--- src/rtl/muldiv_unit_if.sv ---
// Bus between the control unit and the iterative multiply/divide engine.
// The control side (master) issues start/op/sgn/operands; the engine (slave)
// returns the Hi/Lo results and the busy/done/dzero status.
interface muldiv_unit_if #(
    parameter int WIDTH = 32
);
    logic             start;
    logic             op;
    logic             sgn;
    logic [WIDTH-1:0] a;
    logic [WIDTH-1:0] b;
    logic [WIDTH-1:0] hi;
    logic [WIDTH-1:0] lo;
    logic             busy;
    logic             done;
    logic             dzero;

    modport master (
        output start, op, sgn, a, b,
        input  hi, lo, busy, done, dzero
    );

    modport slave (
        input  start, op, sgn, a, b,
        output hi, lo, busy, done, dzero
    );
endinterface

--- src/rtl/muldiv_unit.sv ---
// Iterative signed/unsigned multiply and divide engine.
// A single 2*WIDTH accumulator is shared by both operations: multiply uses
// shift-add with the multiplier in the low half, divide uses restoring
// division with {remainder, dividend/quotient} packed in the accumulator.
// Signs are stripped at acceptance and reapplied when the result is written.
module muldiv_unit #(
    parameter int WIDTH = 32
) (
    input  logic         clk,
    input  logic         reset,
    muldiv_unit_if.slave bus
);
    localparam int CW = $clog2(WIDTH);

    // DZ_WAIT is the single non-busy cycle between accepting a divide by
    // zero and reporting it, so the flag arrives one edge after acceptance.
    typedef enum logic [1:0] {
        IDLE,
        RUN,
        DZ_WAIT,
        DONE
    } state_t;

    state_t state;
    state_t state_next;

    logic             accept;
    logic             div_zero_req;
    logic [WIDTH-1:0] mag_a;
    logic [WIDTH-1:0] mag_b;

    logic             op_q;
    logic             neg_q;
    logic             neg_r;
    logic             dz_q;
    logic             last_q;
    logic [CW-1:0]    cnt;
    logic [WIDTH-1:0] opnd;
    logic [2*WIDTH-1:0] acc;
    logic [WIDTH-1:0] hi_q;
    logic [WIDTH-1:0] lo_q;

    logic [WIDTH:0]     add_sum;
    logic [WIDTH:0]     trial;
    logic [2*WIDTH-1:0] mul_step;
    logic [2*WIDTH-1:0] div_step;
    logic [2*WIDTH-1:0] prod_fix;
    logic [WIDTH-1:0]   quo_fix;
    logic [WIDTH-1:0]   rem_fix;

    // Operand magnitudes and the acceptance condition, from the live inputs.
    always_comb begin
        mag_a        = (bus.sgn && bus.a[WIDTH-1]) ? -bus.a : bus.a;
        mag_b        = (bus.sgn && bus.b[WIDTH-1]) ? -bus.b : bus.b;
        div_zero_req = bus.op && (bus.b == '0);
        accept       = bus.start && ((state == IDLE) || (state == DONE));
    end

    // One iteration of each algorithm plus the sign-corrected final results.
    always_comb begin
        add_sum  = {1'b0, acc[2*WIDTH-1:WIDTH]} + (acc[0] ? {1'b0, opnd} : '0);
        mul_step = {add_sum, acc[WIDTH-1:1]};
        trial    = acc[2*WIDTH-1:WIDTH-1] - {1'b0, opnd};
        div_step = trial[WIDTH] ? {acc[2*WIDTH-2:0], 1'b0}
                                : {trial[WIDTH-1:0], acc[WIDTH-2:0], 1'b1};
        prod_fix = neg_q ? -acc : acc;
        quo_fix  = neg_q ? -acc[WIDTH-1:0] : acc[WIDTH-1:0];
        rem_fix  = neg_r ? -acc[2*WIDTH-1:WIDTH] : acc[2*WIDTH-1:WIDTH];
    end

    // State register; reset aborts any operation in flight.
    always_ff @(posedge clk or posedge reset) begin
        if (reset) begin
            state <= IDLE;
        end else begin
            state <= state_next;
        end
    end

    // Next-state logic; start is only honoured in IDLE or DONE.
    always_comb begin
        state_next = state;
        case (state)
            IDLE: begin
                if (bus.start) begin
                    state_next = div_zero_req ? DZ_WAIT : RUN;
                end
            end
            RUN: begin
                if (last_q) begin
                    state_next = DONE;
                end
            end
            DZ_WAIT: begin
                state_next = DONE;
            end
            DONE: begin
                if (bus.start) begin
                    state_next = div_zero_req ? DZ_WAIT : RUN;
                end else begin
                    state_next = IDLE;
                end
            end
            default: begin
                state_next = IDLE;
            end
        endcase
    end

    // Datapath: latch operands on acceptance, iterate in RUN, then write Hi/Lo.
    always_ff @(posedge clk or posedge reset) begin
        if (reset) begin
            op_q   <= 1'b0;
            neg_q  <= 1'b0;
            neg_r  <= 1'b0;
            dz_q   <= 1'b0;
            last_q <= 1'b0;
            cnt    <= '0;
            opnd   <= '0;
            acc    <= '0;
            hi_q   <= '0;
            lo_q   <= '0;
        end else if (accept) begin
            op_q   <= bus.op;
            neg_q  <= bus.sgn && (bus.a[WIDTH-1] ^ bus.b[WIDTH-1]);
            neg_r  <= bus.sgn && bus.a[WIDTH-1];
            dz_q   <= div_zero_req;
            last_q <= 1'b0;
            cnt    <= CW'(WIDTH - 1);
            opnd   <= bus.op ? mag_b : mag_a;
            acc    <= {{WIDTH{1'b0}}, (bus.op ? mag_a : mag_b)};
        end else if (state == RUN) begin
            if (!last_q) begin
                acc <= op_q ? div_step : mul_step;
                if (cnt == '0) begin
                    last_q <= 1'b1;
                end else begin
                    cnt <= cnt - CW'(1);
                end
            end else if (op_q) begin
                hi_q <= rem_fix;
                lo_q <= quo_fix;
            end else begin
                hi_q <= prod_fix[2*WIDTH-1:WIDTH];
                lo_q <= prod_fix[WIDTH-1:0];
            end
        end
    end

    assign bus.hi    = hi_q;
    assign bus.lo    = lo_q;
    assign bus.busy  = (state == RUN);
    assign bus.done  = (state == DONE);
    assign bus.dzero = (state == DONE) && dz_q;
endmodule

--- src/flat_wrapper.sv ---
// flat-port wrapper written by rule: the top's interface ports become plain ports
module muldiv_unit_flat 
#(
    parameter int WIDTH = 32
)
  (clk, reset, bus_start, bus_op, bus_sgn, bus_a, bus_b, bus_hi, bus_lo, bus_busy, bus_done, bus_dzero);
  muldiv_unit_if #(.WIDTH(WIDTH)) bus_i ();
  input  logic clk;
  input  logic reset;
  input wire logic [$bits(bus_i.start)-1:0] bus_start;
  input wire logic [$bits(bus_i.op)-1:0] bus_op;
  input wire logic [$bits(bus_i.sgn)-1:0] bus_sgn;
  input wire logic [$bits(bus_i.a)-1:0] bus_a;
  input wire logic [$bits(bus_i.b)-1:0] bus_b;
  output wire logic [$bits(bus_i.hi)-1:0] bus_hi;
  output wire logic [$bits(bus_i.lo)-1:0] bus_lo;
  output wire logic [$bits(bus_i.busy)-1:0] bus_busy;
  output wire logic [$bits(bus_i.done)-1:0] bus_done;
  output wire logic [$bits(bus_i.dzero)-1:0] bus_dzero;
  assign bus_i.start = bus_start;
  assign bus_i.op = bus_op;
  assign bus_i.sgn = bus_sgn;
  assign bus_i.a = bus_a;
  assign bus_i.b = bus_b;
  assign bus_hi = bus_i.hi;
  assign bus_lo = bus_i.lo;
  assign bus_busy = bus_i.busy;
  assign bus_done = bus_i.done;
  assign bus_dzero = bus_i.dzero;
  muldiv_unit #(.WIDTH(WIDTH)) u_core (.clk(clk), .reset(reset), .bus(bus_i));
endmodule
--- config.mk ---
export PLATFORM = sky130hd
export DESIGN_NAME = muldiv_unit_flat
export DESIGN_NICKNAME = d
export VERILOG_FILES = /design/src/rtl/muldiv_unit_if.sv /design/src/rtl/muldiv_unit.sv /design/src/flat_wrapper.sv
export SDC_FILE = /design/constraint.sdc
export NUM_CORES = 1
export LEC_CHECK = 0
export BUFFER_PORTS_ARGS = -buffer_cell sky130_fd_sc_hd__clkbuf_2
export CAP_MARGIN = 40
export CORE_ASPECT_RATIO = 0.7
export CORE_UTILIZATION = 45
export CTS_BUF_LIST = sky130_fd_sc_hd__clkbuf_2
export DETAILED_ROUTE_END_ITERATION = 10
export GPL_TIMING_DRIVEN = 1
export SYNTH_ARGS = -nofsm -noshare
export SYNTH_HDL_FRONTEND = slang
export SYNTH_SLANG_ARGS = --single-unit
--- constraint.sdc ---
create_clock -name clk -period 6.4 [get_ports clk]
set_input_delay 0.96 -clock clk [delete_from_list [all_inputs] [get_ports clk]]
set_output_delay 0.96 -clock clk [all_outputs]
set_load 0.02 [all_outputs]
==> Flow_metrics.wiki <==
{| class="wikitable"
! Metric !! Value
|-
| Status || complete, no violations
|-
| RSZ-0062 raised after global routing || no
|-
| Setup slack, reg-to-reg || 2020 ps
|-
| Slew at the pin with the worst max-slew slack || 867.3 ps
|-
| Share of total power in the clock network || 7.6%
|-
| Average size of a mapped cell || 7.875 um^2
|-
| Number of gates resized after cts || 0
|-
| Post-route fraction of the period consumed by the critical path || 68.46%
|-
| Maximum ir drop on the vdd rail || 0.0003137 V
|-
| CP Data Required Time || 7180 ps
|-
| Total clock sinks || 172
|-
| PD cells || 597.1 nW/um^2
|-
| Drc violations || 0
|-
| Static leakage || 7.036 nW
|-
| Post-CTS setup-driven buffer insertion count || 0
|-
| Clk_skew || 75.48 ps
|-
| WL per Instance || 20.25 um
|-
| Sequential share of power || 24.6%
|-
| Main synth FF type || sky130_fd_sc_hd__dfrtp_1
|-
| Maximum Capacitance Violations || 0
|-
| I/O Buffers || 135
|-
| Full die area || 32740 um^2
|-
| FFs w/ async S/R, synth || 100.0%
|-
| Global-route wire length before repair || 73.14 mm
|-
| Clock insertion delay at the later pin of the skew report || 830 ps
|-
| Max-slew violation total from the final report || 0
|-
| Total global-route track usage || 29.33%
|-
| Final wirelength || 47.28 mm
|-
| Number of flops mapped to enable cells by yosys || 0
|-
| Pin count of the biggest net entering global routing || 81
|-
| Int Power || 4.210 mW
|-
| Highest net fanout along the worst path || 17
|-
| Worst Setup Path Type || reg -> reg
|-
| Detailed Place HPWL || 37.31 mm
|-
| Comb power frac || 67.8%
|-
| Fraction of layout instances using a drive strength above 1 || 11.55%
|-
| Grt ovf || 0
|-
| CP endpoint kind || flip-flop
|-
| Maximum clock frequency || 228.2 MHz
|-
| Detailed-routing iteration count for the pre-antenna-repair pass || 8
|-
| Core ar. || 31350 um^2
|-
| Count of routing violations after the opening detailed-route iteration || 1576
|-
| Area growth from synthesis to layout || 9.659%
|-
| Switching component of the power || 5.221 mW
|-
| Hold-fix buffers, CTS || 1
|-
| Hold violation count in the final report || 0
|-
| Root cell of the clock tree || sky130_fd_sc_hd__clkbuf_2
|-
| Arrival time at the worst endpoint || 5170 ps
|-
| Seq/Total Area, Yosys || 29.88%
|-
| Nets in the synthesized netlist || 1975
|-
| Number of cells produced by synthesis || 1829
|-
| Post-DR vias/cell || 5.925
|-
| Die X-Extent || 215.8 um
|-
| Total via count after detailed routing || 13.83k
|-
| Level count of the clock H-tree || 4
|-
| Kind of launch point of the worst setup path || flip-flop
|-
| #FFs+latches synth || 172
|-
| Clock-pin slew on the worst setup and hold paths || 300 ps
|-
| Type of the most critical hold path || reg -> reg
|-
| Clock tree from TritonCTS || built
|-
| Worst setup slack after placement || 2270 ps
|-
| Maximum root-to-sink buffer count || 2
|-
| TNS Setup || 0 ps
|-
| Switching Fraction || 55.36%
|-
| Yosys cell types || 74
|-
| Post-Syn Area || 14400 um^2
|-
| Post-route ant nets || 0
|-
| Synthesis Warnings || 0
|-
| Antenna violations before repair || 1
|-
| Worst setup slack after layout || 2018 ps
|-
| Number of global-route vias before repair || 12.36k
|-
| Layout Nets || 2047
|-
| Final period demand of the worst path || 4382 ps
|-
| Final estimated routing congestion in global placement || 1.003
|-
| Count of final setup violators || 0
|-
| Clock buffer count from CTS || 17
|-
| Effective utilization at floorplan || 45.95%
|-
| DIE HEIGHT || 151.7 um
|-
| Remaining max-slew budget at the tightest pin || 41.68%
|-
| IO Pins || 136
|-
| Site row count || 54
|}
cell usage in the layout, fill, tap and decap left out, types with 8 or more instances in the layout:
| cell | n |
|---|---|
| sky130_fd_sc_hd__and3_1 | 13 |
| sky130_fd_sc_hd__or4_1 | 12 |
| sky130_fd_sc_hd__nand3_1 | 27 |
| sky130_fd_sc_hd__dfrtp_1 | 171 |
| sky130_fd_sc_hd__a21o_1 | 34 |
| sky130_fd_sc_hd__nor3_1 | 41 |
| sky130_fd_sc_hd__nor4_1 | 16 |
| sky130_fd_sc_hd__o221ai_1 | 8 |
| sky130_fd_sc_hd__nor2_1 | 143 |
| sky130_fd_sc_hd__nand2_1 | 231 |
| sky130_fd_sc_hd__a21oi_1 | 150 |
| sky130_fd_sc_hd__o211ai_1 | 52 |
| sky130_fd_sc_hd__a31oi_1 | 25 |
| sky130_fd_sc_hd__xnor2_1 | 89 |
| sky130_fd_sc_hd__nor2b_1 | 13 |
| sky130_fd_sc_hd__nand3b_1 | 9 |
| sky130_fd_sc_hd__nand4_1 | 9 |
| sky130_fd_sc_hd__o31ai_1 | 25 |
| sky130_fd_sc_hd__o21ai_0 | 212 |
| sky130_fd_sc_hd__xor2_1 | 82 |
| sky130_fd_sc_hd__clkbuf_2 | 152 |
| sky130_fd_sc_hd__a211oi_1 | 9 |
| sky130_fd_sc_hd__or2_2 | 8 |
| sky130_fd_sc_hd__and2_1 | 12 |
| sky130_fd_sc_hd__nand2b_1 | 13 |
| sky130_fd_sc_hd__ha_1 | 75 |
| sky130_fd_sc_hd__mux2i_1 | 54 |
| sky130_fd_sc_hd__or3_1 | 12 |
| sky130_fd_sc_hd__o41ai_1 | 11 |
| sky130_fd_sc_hd__inv_1 | 63 |
| sky130_fd_sc_hd__o21a_1 | 12 |
| sky130_fd_sc_hd__buf_4 | 16 |
state kept, by name, indices dropped and copies added, names as in the netlist:
register / flops
u_core.last_q: 1
u_core.opnd: 32
u_core.bus.hi: 32
u_core.acc: 64
u_core.cnt: 5
u_core.state: 2
u_core.neg_r: 1
u_core.dz_q: 1
u_core.bus.lo: 32
u_core.op_q: 1
u_core.neg_q: 1
path summary, 6_finish.rpt:
kind | start | endpoint | cells after the start
min in group asynchronous | reset | u_core.bus.lo[11] | 3
max in group asynchronous | reset | u_core.acc[33] | 5
setup / recovery | u_core.acc[31] | u_core.acc[43] | 12
hold / removal | u_core.bus.hi[6] | u_core.bus.hi[6] | 2
setup reg to reg | u_core.acc[31] | u_core.acc[43] | 12
hold reg to reg | u_core.bus.hi[6] | u_core.bus.hi[6] | 2
cell type report:
cell class                      instances  area [um^2]
Fill cell                            3151        15550
Multi-Input combinational cell       1488         9467
Sequential cell                       172         4305
Timing Repair Buffer                  157        927.1
Tap cell                              420        525.5
Inverter                               65        249.0
Clock inverter                         14        229.0
Clock buffer                           18        90.09
Antenna cell                            1        2.502
power groups by stage:
stage                     Combinational, mW  Sequential [mW]  Clock, mW
final                                  6.39             2.32      0.715
after global routing                   6.99             2.38      0.772
after CTS                              6.22             2.28      0.740
after detailed placement               6.20             2.31          0
after global placement                 6.15             2.29          0
after floorplan                        4.35             2.19          0
through the flow:
step / hold WS [ps] / utilization [%] / total power, mW / std cells / area [um^2]
2_1_floorplan: 442.4 / - / 6.544 / 1829 / 14400
3_3_place_gp: 460.1 / 48.92 / 8.437 / 2295 / 15340
3_5_place_dp: 470.2 / 49.33 / 8.507 / 2301 / 15460
4_1_cts: 395.3 / 50.38 / 9.240 / 2334 / 15790
5_1_grt: 470.2 / 50.38 / 10.13 / 2335 / 15800
6_report: 514.8 / 50.38 / 9.432 / 2335 / 15800
cell families after synthesis:
logic type | share of synthesized area (%)
buffers and inverters | 4.604
XOR/XNOR | 10.40
adder cells (fa/ha/maj) | 6.793
AND/OR/NAND/NOR | 18.72
flip-flops | 29.88
AO/OA/AOI/OAI | 25.77
multiplexers | 3.831
routing by layer:
| metal | vias up | global-route usage, % | wire length (um) |
|---|---|---|---|
| met4 | 2 | 5.532 | 555 |
| met3 | 32 | 8.483 | 5181 |
| met2 | 579 | 38.33 | 17440 |
| met5 | - | 1.667 | 71 |
| li1 | 6734 | - | - |
| met1 | 6487 | 46.13 | 24030 |
cell usage after synthesis, types with 27 or more instances:
| library cell | count | area [um^2] |
|---|---|---|
| sky130_fd_sc_hd__a21o_1 | 34 | 255.2 |
| sky130_fd_sc_hd__a21oi_1 | 150 | 750.7 |
| sky130_fd_sc_hd__clkbuf_1 | 86 | 322.8 |
| sky130_fd_sc_hd__dfrtp_1 | 172 | 4304 |
| sky130_fd_sc_hd__ha_1 | 75 | 938.4 |
| sky130_fd_sc_hd__inv_1 | 64 | 240.2 |
| sky130_fd_sc_hd__mux2i_1 | 54 | 540.5 |
| sky130_fd_sc_hd__nand2_1 | 232 | 870.8 |
| sky130_fd_sc_hd__nand3_1 | 27 | 135.1 |
| sky130_fd_sc_hd__nor2_1 | 144 | 540.5 |
| sky130_fd_sc_hd__nor3_1 | 41 | 205.2 |
| sky130_fd_sc_hd__o211ai_1 | 52 | 390.4 |
| sky130_fd_sc_hd__o21ai_0 | 212 | 1061 |
| sky130_fd_sc_hd__xnor2_1 | 89 | 779.5 |
| sky130_fd_sc_hd__xor2_1 | 82 | 718.2 |
critical path: stages, from the launching register on:
cell and delay [ps]:
sky130_fd_sc_hd__dfrtp_1 470, sky130_fd_sc_hd__inv_1 110, sky130_fd_sc_hd__ha_1 240, sky130_fd_sc_hd__fa_1 390, sky130_fd_sc_hd__nor2b_1 270, sky130_fd_sc_hd__o2111ai_1 220, sky130_fd_sc_hd__nand3_1 180, sky130_fd_sc_hd__nand3_1 130
sky130_fd_sc_hd__a211oi_1 690, sky130_fd_sc_hd__or3_1 580, sky130_fd_sc_hd__nand2_1 430, sky130_fd_sc_hd__o311ai_0 440, sky130_fd_sc_hd__a22o_1 200
No activity file was read; power rests on OpenSTA's default activity.
